**src/rtl/bc_fir_pkg.sv**
```systemverilog
// bc_fir_pkg: shared types, default coefficients and arithmetic helpers for bc_fir_serial
package bc_fir_pkg;
  localparam int N_DEF = 19;
  localparam logic signed [11:0] COEF_DEF [N_DEF] = '{
    12'sd3, 12'sd0, -12'sd21, 12'sd0, 12'sd78, 12'sd0, -12'sd237, 12'sd0, 12'sd943, 12'sd1533,
    12'sd943, 12'sd0, -12'sd237, 12'sd0, 12'sd78, 12'sd0, -12'sd21, 12'sd0, 12'sd3
  };
  typedef enum logic [1:0] {IDLE, MAC, DONE} state_e;
  function automatic int acc_w(input int d, input int c, input int l);
    return d + c + $clog2(l);
  endfunction
  function automatic logic signed [31:0] coef_def(input int i);
    if (i < N_DEF) return 32'(COEF_DEF[i]);
    return 32'sd0;
  endfunction
  // round half up by adding half an LSB before the arithmetic shift, then clamp
  function automatic logic signed [63:0] sat_round(input logic signed [63:0] a, input int frac, input int out_w);
    logic signed [63:0] r, hi, lo;
    r = frac > 0 ? (a + (64'sd1 <<< (frac - 1))) >>> frac : a;
    hi = (64'sd1 <<< (out_w - 1)) - 64'sd1;
    lo = -hi - 64'sd1;
    return r > hi ? hi : r < lo ? lo : r;
  endfunction
endpackage

```
**src/rtl/bc_fir_serial_if.sv**
```systemverilog
// bc_fir_serial_if: sample/result handshakes; coefficient write port only with FIR_COEF_LOAD_EN
interface bc_fir_serial_if #(
  parameter int DATA_W = 13,
  parameter int OUT_W = 13
`ifdef FIR_COEF_LOAD_EN
  , parameter int COEF_W = 12
  , parameter int LENGTH = 19
`endif
);
  logic in_valid, in_ready, out_valid, out_ready;
  logic signed [DATA_W-1:0] in_data;
  logic signed [OUT_W-1:0] out_data;
`ifdef FIR_COEF_LOAD_EN
  logic coef_we, coef_ready;
  logic [$clog2(LENGTH)-1:0] coef_addr;
  logic signed [COEF_W-1:0] coef_data;
  modport master (output in_valid, in_data, out_ready, coef_we, coef_addr, coef_data,
                  input in_ready, out_valid, out_data, coef_ready);
  modport slave (input in_valid, in_data, out_ready, coef_we, coef_addr, coef_data,
                 output in_ready, out_valid, out_data, coef_ready);
`else
  modport master (output in_valid, in_data, out_ready, input in_ready, out_valid, out_data);
  modport slave (input in_valid, in_data, out_ready, output in_ready, out_valid, out_data);
`endif
endinterface

```
**src/rtl/bc_fir_mac.sv**
```systemverilog
// bc_fir_mac: registered signed multiply-accumulate with synchronous clear and enable
module bc_fir_mac #(
  parameter int A_W = 13,
  parameter int B_W = 12,
  parameter int ACC_W = 30
) (
  input  logic clock_s,
  input  logic reset_n,
  input  logic i_clr,
  input  logic i_en,
  input  logic signed [A_W-1:0] i_a,
  input  logic signed [B_W-1:0] i_b,
  output logic signed [ACC_W-1:0] o_acc
);
  logic signed [A_W+B_W-1:0] w_prod;
  logic signed [ACC_W-1:0] r_acc;
  assign w_prod = i_a * i_b;
  assign o_acc = r_acc;
  always_ff @(posedge clock_s or negedge reset_n)
    if (!reset_n) r_acc <= '0;
    else if (i_clr) r_acc <= '0;
    else if (i_en) r_acc <= r_acc + ACC_W'(w_prod);
endmodule

```
**src/rtl/bc_fir_serial.sv**
```systemverilog
// bc_fir_serial: time-multiplexed tap-spaced FIR, one MAC per cycle, rounded/saturated output.
// FIR_COEF_LOAD_EN adds a runtime-writable coefficient register file.
module bc_fir_serial
  import bc_fir_pkg::*;
#(
  parameter int DATA_W = 13,
  parameter int COEF_W = 12,
  parameter int LENGTH = 19,
  parameter int SCALE = 2,
  parameter int OUT_W = 13,
  parameter int FRAC = 11
) (
  input logic clock_s,
  input logic reset_n,
  bc_fir_serial_if.slave bus
);
  localparam int ACC_W = acc_w(DATA_W, COEF_W, LENGTH);
  localparam int DL = (LENGTH - 1) * SCALE + 1;
  localparam int IW = $clog2(LENGTH + 1);
  state_e r_state, w_next;
  logic [IW-1:0] r_idx, w_sel;
  logic signed [DATA_W-1:0] r_dl [DL];
  logic signed [DATA_W-1:0] w_tap [LENGTH];
  logic signed [COEF_W-1:0] w_coef [LENGTH];
  logic signed [ACC_W-1:0] w_acc;
  logic signed [OUT_W-1:0] r_out;
  logic w_take, w_run, w_last;
  assign w_take = bus.in_valid && r_state == IDLE;
  assign w_run = r_state == MAC && r_idx != IW'(LENGTH);
  assign w_last = r_state == MAC && r_idx == IW'(LENGTH);
  assign w_sel = w_run ? r_idx : '0;
  assign bus.in_ready = r_state == IDLE;
  assign bus.out_valid = r_state == DONE;
  assign bus.out_data = r_out;
  for (genvar i = 0; i < LENGTH; i++) begin : g_tap
    assign w_tap[i] = r_dl[i*SCALE];
  end
`ifdef FIR_COEF_LOAD_EN
  logic signed [COEF_W-1:0] r_coef [LENGTH];
  assign bus.coef_ready = r_state == IDLE;
  always_ff @(posedge clock_s or negedge reset_n)
    if (!reset_n) for (int i = 0; i < LENGTH; i++) r_coef[i] <= COEF_W'(coef_def(i));
    else if (bus.coef_we && r_state == IDLE && {1'b0, bus.coef_addr} < ($clog2(LENGTH)+1)'(LENGTH))
      r_coef[bus.coef_addr] <= bus.coef_data;
  for (genvar i = 0; i < LENGTH; i++) begin : g_coef
    assign w_coef[i] = r_coef[i];
  end
`else
  for (genvar i = 0; i < LENGTH; i++) begin : g_coef
    assign w_coef[i] = COEF_W'(coef_def(i));
  end
`endif
  always_ff @(posedge clock_s or negedge reset_n)
    if (!reset_n) for (int i = 0; i < DL; i++) r_dl[i] <= '0;
    else if (w_take) begin
      r_dl[0] <= bus.in_data;
      for (int i = 1; i < DL; i++) r_dl[i] <= r_dl[i-1];
    end
  // one extra MAC-state cycle after the last product lets the result register see the final acc
  always_comb
    w_next = r_state == IDLE ? (w_take ? MAC : IDLE)
           : r_state == MAC  ? (w_last ? DONE : MAC)
           : (bus.out_ready ? IDLE : DONE);
  always_ff @(posedge clock_s or negedge reset_n)
    if (!reset_n) begin
      r_state <= IDLE;
      r_idx <= '0;
      r_out <= '0;
    end else begin
      r_state <= w_next;
      if (w_take) r_idx <= '0;
      else if (w_run) r_idx <= r_idx + IW'(1);
      if (w_last) r_out <= OUT_W'(sat_round(64'(w_acc), FRAC, OUT_W));
    end
  bc_fir_mac #(.A_W(DATA_W), .B_W(COEF_W), .ACC_W(ACC_W)) u_mac (
    .clock_s(clock_s),
    .reset_n(reset_n),
    .i_clr(w_take),
    .i_en(w_run),
    .i_a(w_tap[w_sel]),
    .i_b(w_coef[w_sel]),
    .o_acc(w_acc)
  );
endmodule

```
**src/flat_wrapper.sv**
```systemverilog
// flat-port wrapper written by rule: the top's interface ports become plain ports
module bc_fir_serial_flat import bc_fir_pkg::*;
#(
  parameter int DATA_W = 13,
  parameter int COEF_W = 12,
  parameter int LENGTH = 19,
  parameter int SCALE = 2,
  parameter int OUT_W = 13,
  parameter int FRAC = 11
)
  (clock_s, reset_n, bus_in_valid, bus_in_data, bus_out_ready, bus_in_ready, bus_out_valid, bus_out_data);
  bc_fir_serial_if #(.DATA_W(DATA_W), .OUT_W(OUT_W)) bus_i ();
  input logic clock_s;
  input logic reset_n;
  input wire logic [$bits(bus_i.in_valid)-1:0] bus_in_valid;
  input wire logic [$bits(bus_i.in_data)-1:0] bus_in_data;
  input wire logic [$bits(bus_i.out_ready)-1:0] bus_out_ready;
  output wire logic [$bits(bus_i.in_ready)-1:0] bus_in_ready;
  output wire logic [$bits(bus_i.out_valid)-1:0] bus_out_valid;
  output wire logic [$bits(bus_i.out_data)-1:0] bus_out_data;
  assign bus_i.in_valid = bus_in_valid;
  assign bus_i.in_data = bus_in_data;
  assign bus_i.out_ready = bus_out_ready;
  assign bus_in_ready = bus_i.in_ready;
  assign bus_out_valid = bus_i.out_valid;
  assign bus_out_data = bus_i.out_data;
  bc_fir_serial #(.DATA_W(DATA_W), .COEF_W(COEF_W), .LENGTH(LENGTH), .SCALE(SCALE), .OUT_W(OUT_W), .FRAC(FRAC)) u_core (.clock_s(clock_s), .reset_n(reset_n), .bus(bus_i));
endmodule
```
**config.mk**
```make
export PLATFORM = sky130hd
export DESIGN_NAME = bc_fir_serial_flat
export DESIGN_NICKNAME = d
export VERILOG_FILES = /design/src/rtl/bc_fir_pkg.sv /design/src/rtl/bc_fir_serial_if.sv /design/src/rtl/bc_fir_mac.sv /design/src/rtl/bc_fir_serial.sv /design/src/flat_wrapper.sv
export SDC_FILE = /design/constraint.sdc
export NUM_CORES = 2
export LEC_CHECK = 0
export ABC_AREA = 1
export CAP_MARGIN = 20
export CORE_ASPECT_RATIO = 1.5
export CORE_MARGIN = 2
export CORE_UTILIZATION = 37
export DETAILED_ROUTE_END_ITERATION = 8
export GPL_ROUTABILITY_DRIVEN = 0
export GPL_TIMING_DRIVEN = 0
export PLACE_DENSITY = 0.63
export SLEW_MARGIN = 20
export SYNTH_ARGS = -nofsm -noshare
export SYNTH_HDL_FRONTEND = slang
export SYNTH_SLANG_ARGS = --single-unit
```
**constraint.sdc**
```tcl
create_clock -name clock_s -period 15.4 [get_ports clock_s]
set_clock_uncertainty 0.15 [all_clocks]
set_input_delay 3.08 -clock clock_s [delete_from_list [all_inputs] [get_ports clock_s]]
set_output_delay 3.08 -clock clock_s [all_outputs]
set_load 0.01 [all_outputs]
```
Word-level counts from Yosys, hierarchy flattened --
Memory sizes are Yosys's and may differ from the RTL's. Index checks and enable logic that the tools add are counted. Widths: inputs -> output; s select.
Storage, ports and cells: memories 1, input port bits 17, output and inout port bits 15, ROM bits 384, bits in registers 531, word-level logic and storage cells 76
Operators by class: bitwise logic cells 1, mux-type cells 17, reduce and logical (&&, ||, !) cells 5, eq/ne operators 4, order comparisons 3, multiply operators 1, add/subtract/negate cells 3
Memory list:
- (name not given) | words 32, bits a word 12, rd ports 1, clocked after memory_dff 0, write ports 0, RTL line bc_fir_serial.sv:81 | .i_b(w_coef[w_sel]),
Operators with widths (number):
- $bmux 13 s5 | 1
- $mux 30 | 2
- $mux 13 | 4
- $add 30x12->31 const B | 1
- $add 30x25->30 | 1
- $mul 13x12->25 | 1
- $mux 12 | 2
- $gt 20x13->1 const B | 1
- $lt 20x13->1 const B | 1
- $mux 5 | 3
- $mux 2 | 4
- $ge 6x6->1 const B | 1
- $not 5->6 | 1
- $add 5x1->5 const B | 1
- $eq 5x5->1 const B | 1
- $ne 5x5->1 const B | 1
- $logic_and 1x1->1 | 3
- $eq 2x1->1 const B | 1
- $eq 2x2->1 const B | 1
- $logic_not 2->1 | 1
- $reduce_bool 2->1 | 1
- $mux 1 | 1

Logic depth before layout (Yosys ltp) --
depth after elaboration 11, mapped depth 36, mapped depth without buffers 34

By module --
Synthesis repeated with hierarchy kept, for this count alone.
Second synthesis, totals: cells, all modules 3824, area, all modules 31004.7 µm²
By module, submodules not included:
- bc_fir_serial | cells each 2628, sequential area each 12537.0 µm², area an instance 21667.0 µm², times used 1
- bc_fir_mac | cells each 1196, sequential area each 750.7 µm², area an instance 9337.7 µm², times used 1

Worst setup path before layout --
OpenSTA, ideal clock, no wires.
path kind register to register, start register u_core.r_idx[1], end register u_core.u_mac.r_acc[22], in the netlist u_core.u_mac.o_acc[22], arrival 6.485 ns, setup time 0.118 ns, period minus slack after synthesis 6.753 ns, required time 15.132 ns, buffers on the path 2, setup slack 8.647 ns, cell stages (with the launch flop) 30, cell sequence dfrtp_1 > ha_1 > nand3_4 > nand3_4 > buf_12 > buf_6 > nand2_1 > nand2_1 > nand2_1 > nand3_1 > nand3_2 > nand2_2 > nand2_4 > nand3_2 > fa_1 > fa_1 > inv_1 > fa_1 > fa_1 > fa_1 > ha_1 > ha_1 > nand2_1 > nor2_1 > nand2_1 > o21ai_0 > a21oi_1 > or2_2 > nand3_1 > nand2_1
Between the ends: longest elaborated chain between the ends 11, elaborated cells between the ends (all ways) 15, those cells by class 1 x add/sub; 1 x mul; 1 x eq/ne; 8 x mux; 1 x bitwise; 2 x reduce/logical; 1 x memory
RTL lines:
- start: declaration | RTL line bc_fir_serial.sv:21 | logic [IW-1:0] r_idx, w_sel;
- start signal: assignment | RTL line bc_fir_serial.sv:72 | else if (w_run) r_idx <= r_idx + IW'(1);
- $ne 5x5->1 | RTL line bc_fir_serial.sv:29 | assign w_run = r_state == MAC && r_idx != IW'(LENGTH);
- $logic_and 1x1->1 | RTL line bc_fir_serial.sv:29
- $mux 5 | RTL line bc_fir_serial.sv:31 | assign w_sel = w_run ? r_idx : '0;
- $not 5->6 (implied by the code) | RTL line bc_fir_serial.sv:80, bc_fir_serial.sv:81
- $mem_v2 32x12 or $bmux 13 s5 (tied branches)
- $mux 12 (implied by the code) or $mux 13 (tied branches) (2 in series) | RTL line bc_fir_serial.sv:81, bc_fir_serial.sv:80
- $mul 13x12->25 | RTL line bc_fir_mac.sv:17 | assign w_prod = i_a * i_b;
- $add 30x25->30 | RTL line bc_fir_mac.sv:22 | else if (i_en) r_acc <= r_acc + ACC_W'(w_prod);
- $mux 30 | RTL line bc_fir_mac.sv:22
- $mux 30 | RTL line bc_fir_mac.sv:21 | else if (i_clr) r_acc <= '0;
- end signal: assignment | RTL line bc_fir_mac.sv:22
- end: declaration | RTL line bc_fir_mac.sv:16 | logic signed [ACC_W-1:0] r_acc;
Parallel ways exist; a longest one is shown, timed or not. The select of a mux whose other input is x is not followed. A chain may end at the register's enable or synchronous reset.

Worst setup path after layout --
Same ends and word-level chain as after synthesis.

==> impl_metrics.tcl <==
set metrics [dict create \
    start_kind "flop" \
    htreeDepth 2 \
    yosysWarningCount 0 \
    grt_max_degree 99 \
    post_cts_buffers 0 \
    fp-row-count 129 \
    hold_depth 2 \
    n_antenna_cell 0 \
    fin_ws_ps 6840 \
    maxCapViolCount 0 \
    cp_slowest_cell "clkbuf_1" \
    vias 25200 \
    syn-cell-area_um2 30800 \
    rrSetupSlack_ps 6840 \
    drc 0 \
    grt_util_all_layers 0.229 \
    synthTopCellsByArea "dfrtp_1, nand2_1, fa_1, o21ai_0, inv_1" \
    die_area_um2 85500 \
    antenna_found_initial 0 \
    synthFlopType "dfrtp_1" \
    ys_ff_latch 531 \
    wl_per_cell_um 19.2 \
    regArea_um2 13300 \
    drive_gt1_frac 0.0632 \
    rr_endpoint "u_core.u_mac.o_acc[22]$_DFFE_PN0P_" \
    fin_cells 4927 \
    dp_cells 4834 \
    synthArstFlopShare 1.00 \
    hold_start "u_core.r_dl[456]$_DFFE_PN0P_" \
    ios 32 \
    synth_top_area_share 0.432 \
    dieWidth_um 239 \
    final_common_cell "nand2_1" \
    viasPerCell 5.11 \
    grt_pass1_vias 26000 \
    port_buffers 31 \
    setup_tns_ps 0 \
    worstPathRequired_ps 15780 \
    cts_tree "yes" \
    hold_path_class "reg -> reg" \
    rsz0062_at_grt "no" \
    multi_input_area_um2 14900 \
    reg2regPathDepth 27 \
    die_h_um 357 \
    grt_pass1_wl_um 150000 \
    holdBufCountCts 0 \
    ant_nets 0 \
    routed_wl_um 94600 \
    clk_latency_ps 630 \
    cts_sinks 531 \
    period_share 0.556 \
    setup_viol 0 \
    final_hold_viol_count 0 \
    root_buffer "clkbuf_16" \
    end_kind "flop" \
    first_pass_iters 6 \
    cts.reportedPaths.clkPinSlew_ps 70 \
    gr-total-overflow 0 \
    cp.arrival_ps 8940 \
    cts_resized 0 \
    fmax_mhz 117 \
    critPathKind "reg -> reg" \
    post_synth_num_cell_types 48 \
    synth_area_per_cell_um2 8.35 \
    yosysTopAreaCell "dfrtp_1" \
    max_slew_margin 0.258 \
    nFillCells 8262 \
    ys_seq_area_frac 0.432 \
    synth_edf_count 0 \
    critPathMaxStageDelay_ps 710 \
    dp_hpwl_um 72200 \
    fin_nets 4066 \
    maxSlewViolCount 0 \
    cp_common_cell "fa_1" \
    drt-initial-drc-count 2188 \
    syn-instance-count 3685 \
    area_growth_pct 12.0 \
    coreArea_um2 82500 \
    outcome "finished, final reports clean" \
    cp_max_fo 10 \
    start_util 0.373 \
    clock_tree.buffer_depth 3 \
    syn_nets 3977 \
    final_cell_mix "nand2_1, dfrtp_1, inv_1, o21ai_0, fa_1" \
    reg2reg_from "u_core.r_idx[1]$_DFFE_PN0P_" \
    hold_end "u_core.r_dl[443]$_DFFE_PN0P_" \
    tightest_slew_ps 1110 \
    min_period_ps 8560 \
    cts_buffers 51 \
    place_ws_ps 6590 \
]
-- worst max path at each step --
stage,startpoint,slack [ps],end,cells after the start
after floorplan,u_core.r_idx[1]$_DFFE_PN0P_,8650,u_core.u_mac.o_acc[22]$_DFFE_PN0P_,29
after global placement,reset_n,-13280,u_core.u_mac.o_acc[11]$_DFFE_PN0P_,1
after detailed placement,u_core.r_idx[1]$_DFFE_PN0P_,6590,u_core.u_mac.o_acc[29]$_DFFE_PN0P_,28
after CTS,u_core.r_idx[1]$_DFFE_PN0P_,6550,u_core.u_mac.o_acc[29]$_DFFE_PN0P_,28
after global routing,u_core.r_idx[1]$_DFFE_PN0P_,6510,u_core.u_mac.o_acc[22]$_DFFE_PN0P_,27
final,u_core.r_idx[1]$_DFFE_PN0P_,6840,u_core.u_mac.o_acc[22]$_DFFE_PN0P_,27
-- stage by stage --
stage / hold WS [ps] / utilization / cell area [µm²]
3_5_place_dp: 301 / 0.396 / 32600
3_3_place_gp: 299 / 0.394 / 32500
4_1_cts: 309 / 0.418 / 34500
6_report: 312 / 0.418 / 34500
5_1_grt: 337 / 0.418 / 34500
2_1_floorplan: 292 / - / 30800
-- cell usage after synthesis (3+ instances only) --
master    instances
a211oi_1          3
a21o_1            4
a21oi_1         113
a21oi_2           5
buf_1            11
buf_2            31
buf_4            16
buf_6            17
clkbuf_1         99
dfrtp_1         531
fa_1            194
ha_1             81
inv_1           435
inv_2            18
nand2_1        1319
nand2_2          18
nand2_4           4
nand3_1         110
nand3_2          21
nand3_4           3
nand4_1          29
nor2_1           98
nor2_2            8
nor2_4            3
nor3_1            8
o21ai_0         417
o21ai_1          29
o221ai_1         11
o22ai_1           6
xnor2_1           5
xor2_1           13
-- cell families after synthesis --
group	after synthesis	synth area share
compound gates	601	0.102
buf+inv	631	0.0855
flops	531	0.432
fa+ha+maj	275	0.159
simple gates	1629	0.217
xor+xnor	18	0.00512
-- state kept, by name, summed over array words and instances, names as in the netlist --
signal	cells
u_core.bus.out_data	13
u_core.r_dl	481
u_core.r_idx	5
u_core.r_state	2
u_core.u_mac.o_acc	30
-- area by class of cell --
| class | count | share of cell area |
|---|---|---|
| multi-input combinational | 2523 | 0.431 |
| sequential | 531 | 0.385 |
| inverter | 455 | 0.0496 |
| clock buffer | 73 | 0.0435 |
| tap | 1113 | 0.0404 |
| buffer | 176 | 0.0267 |
| timing repair buffer | 36 | 0.0131 |
| clock inverter | 20 | 0.0102 |
-- critical path, delay by kind of cell (launching register included) --
kind	cells	cell delay (ps)
DFF	1	610
and+or+nand+nor	11	1730
adders and majority gates	8	3970
AOI/OAI and AO/OA	6	1180
buffers and inverters	2	790
-- layer usage --
metal | GRT usage | up-vias | wire length, µm
met5 | 0 | - | 0
met4 | 0.158 | 0 | 7380
met3 | 0.0279 | 309 | 4710
met2 | 0.400 | 838 | 47400
met1 | 0.262 | 12400 | 35100
li1 | - | 11700 | -
Power is not shown: default switching activity piles up to over one toggle a cycle in this logic, so the estimate is an artifact.
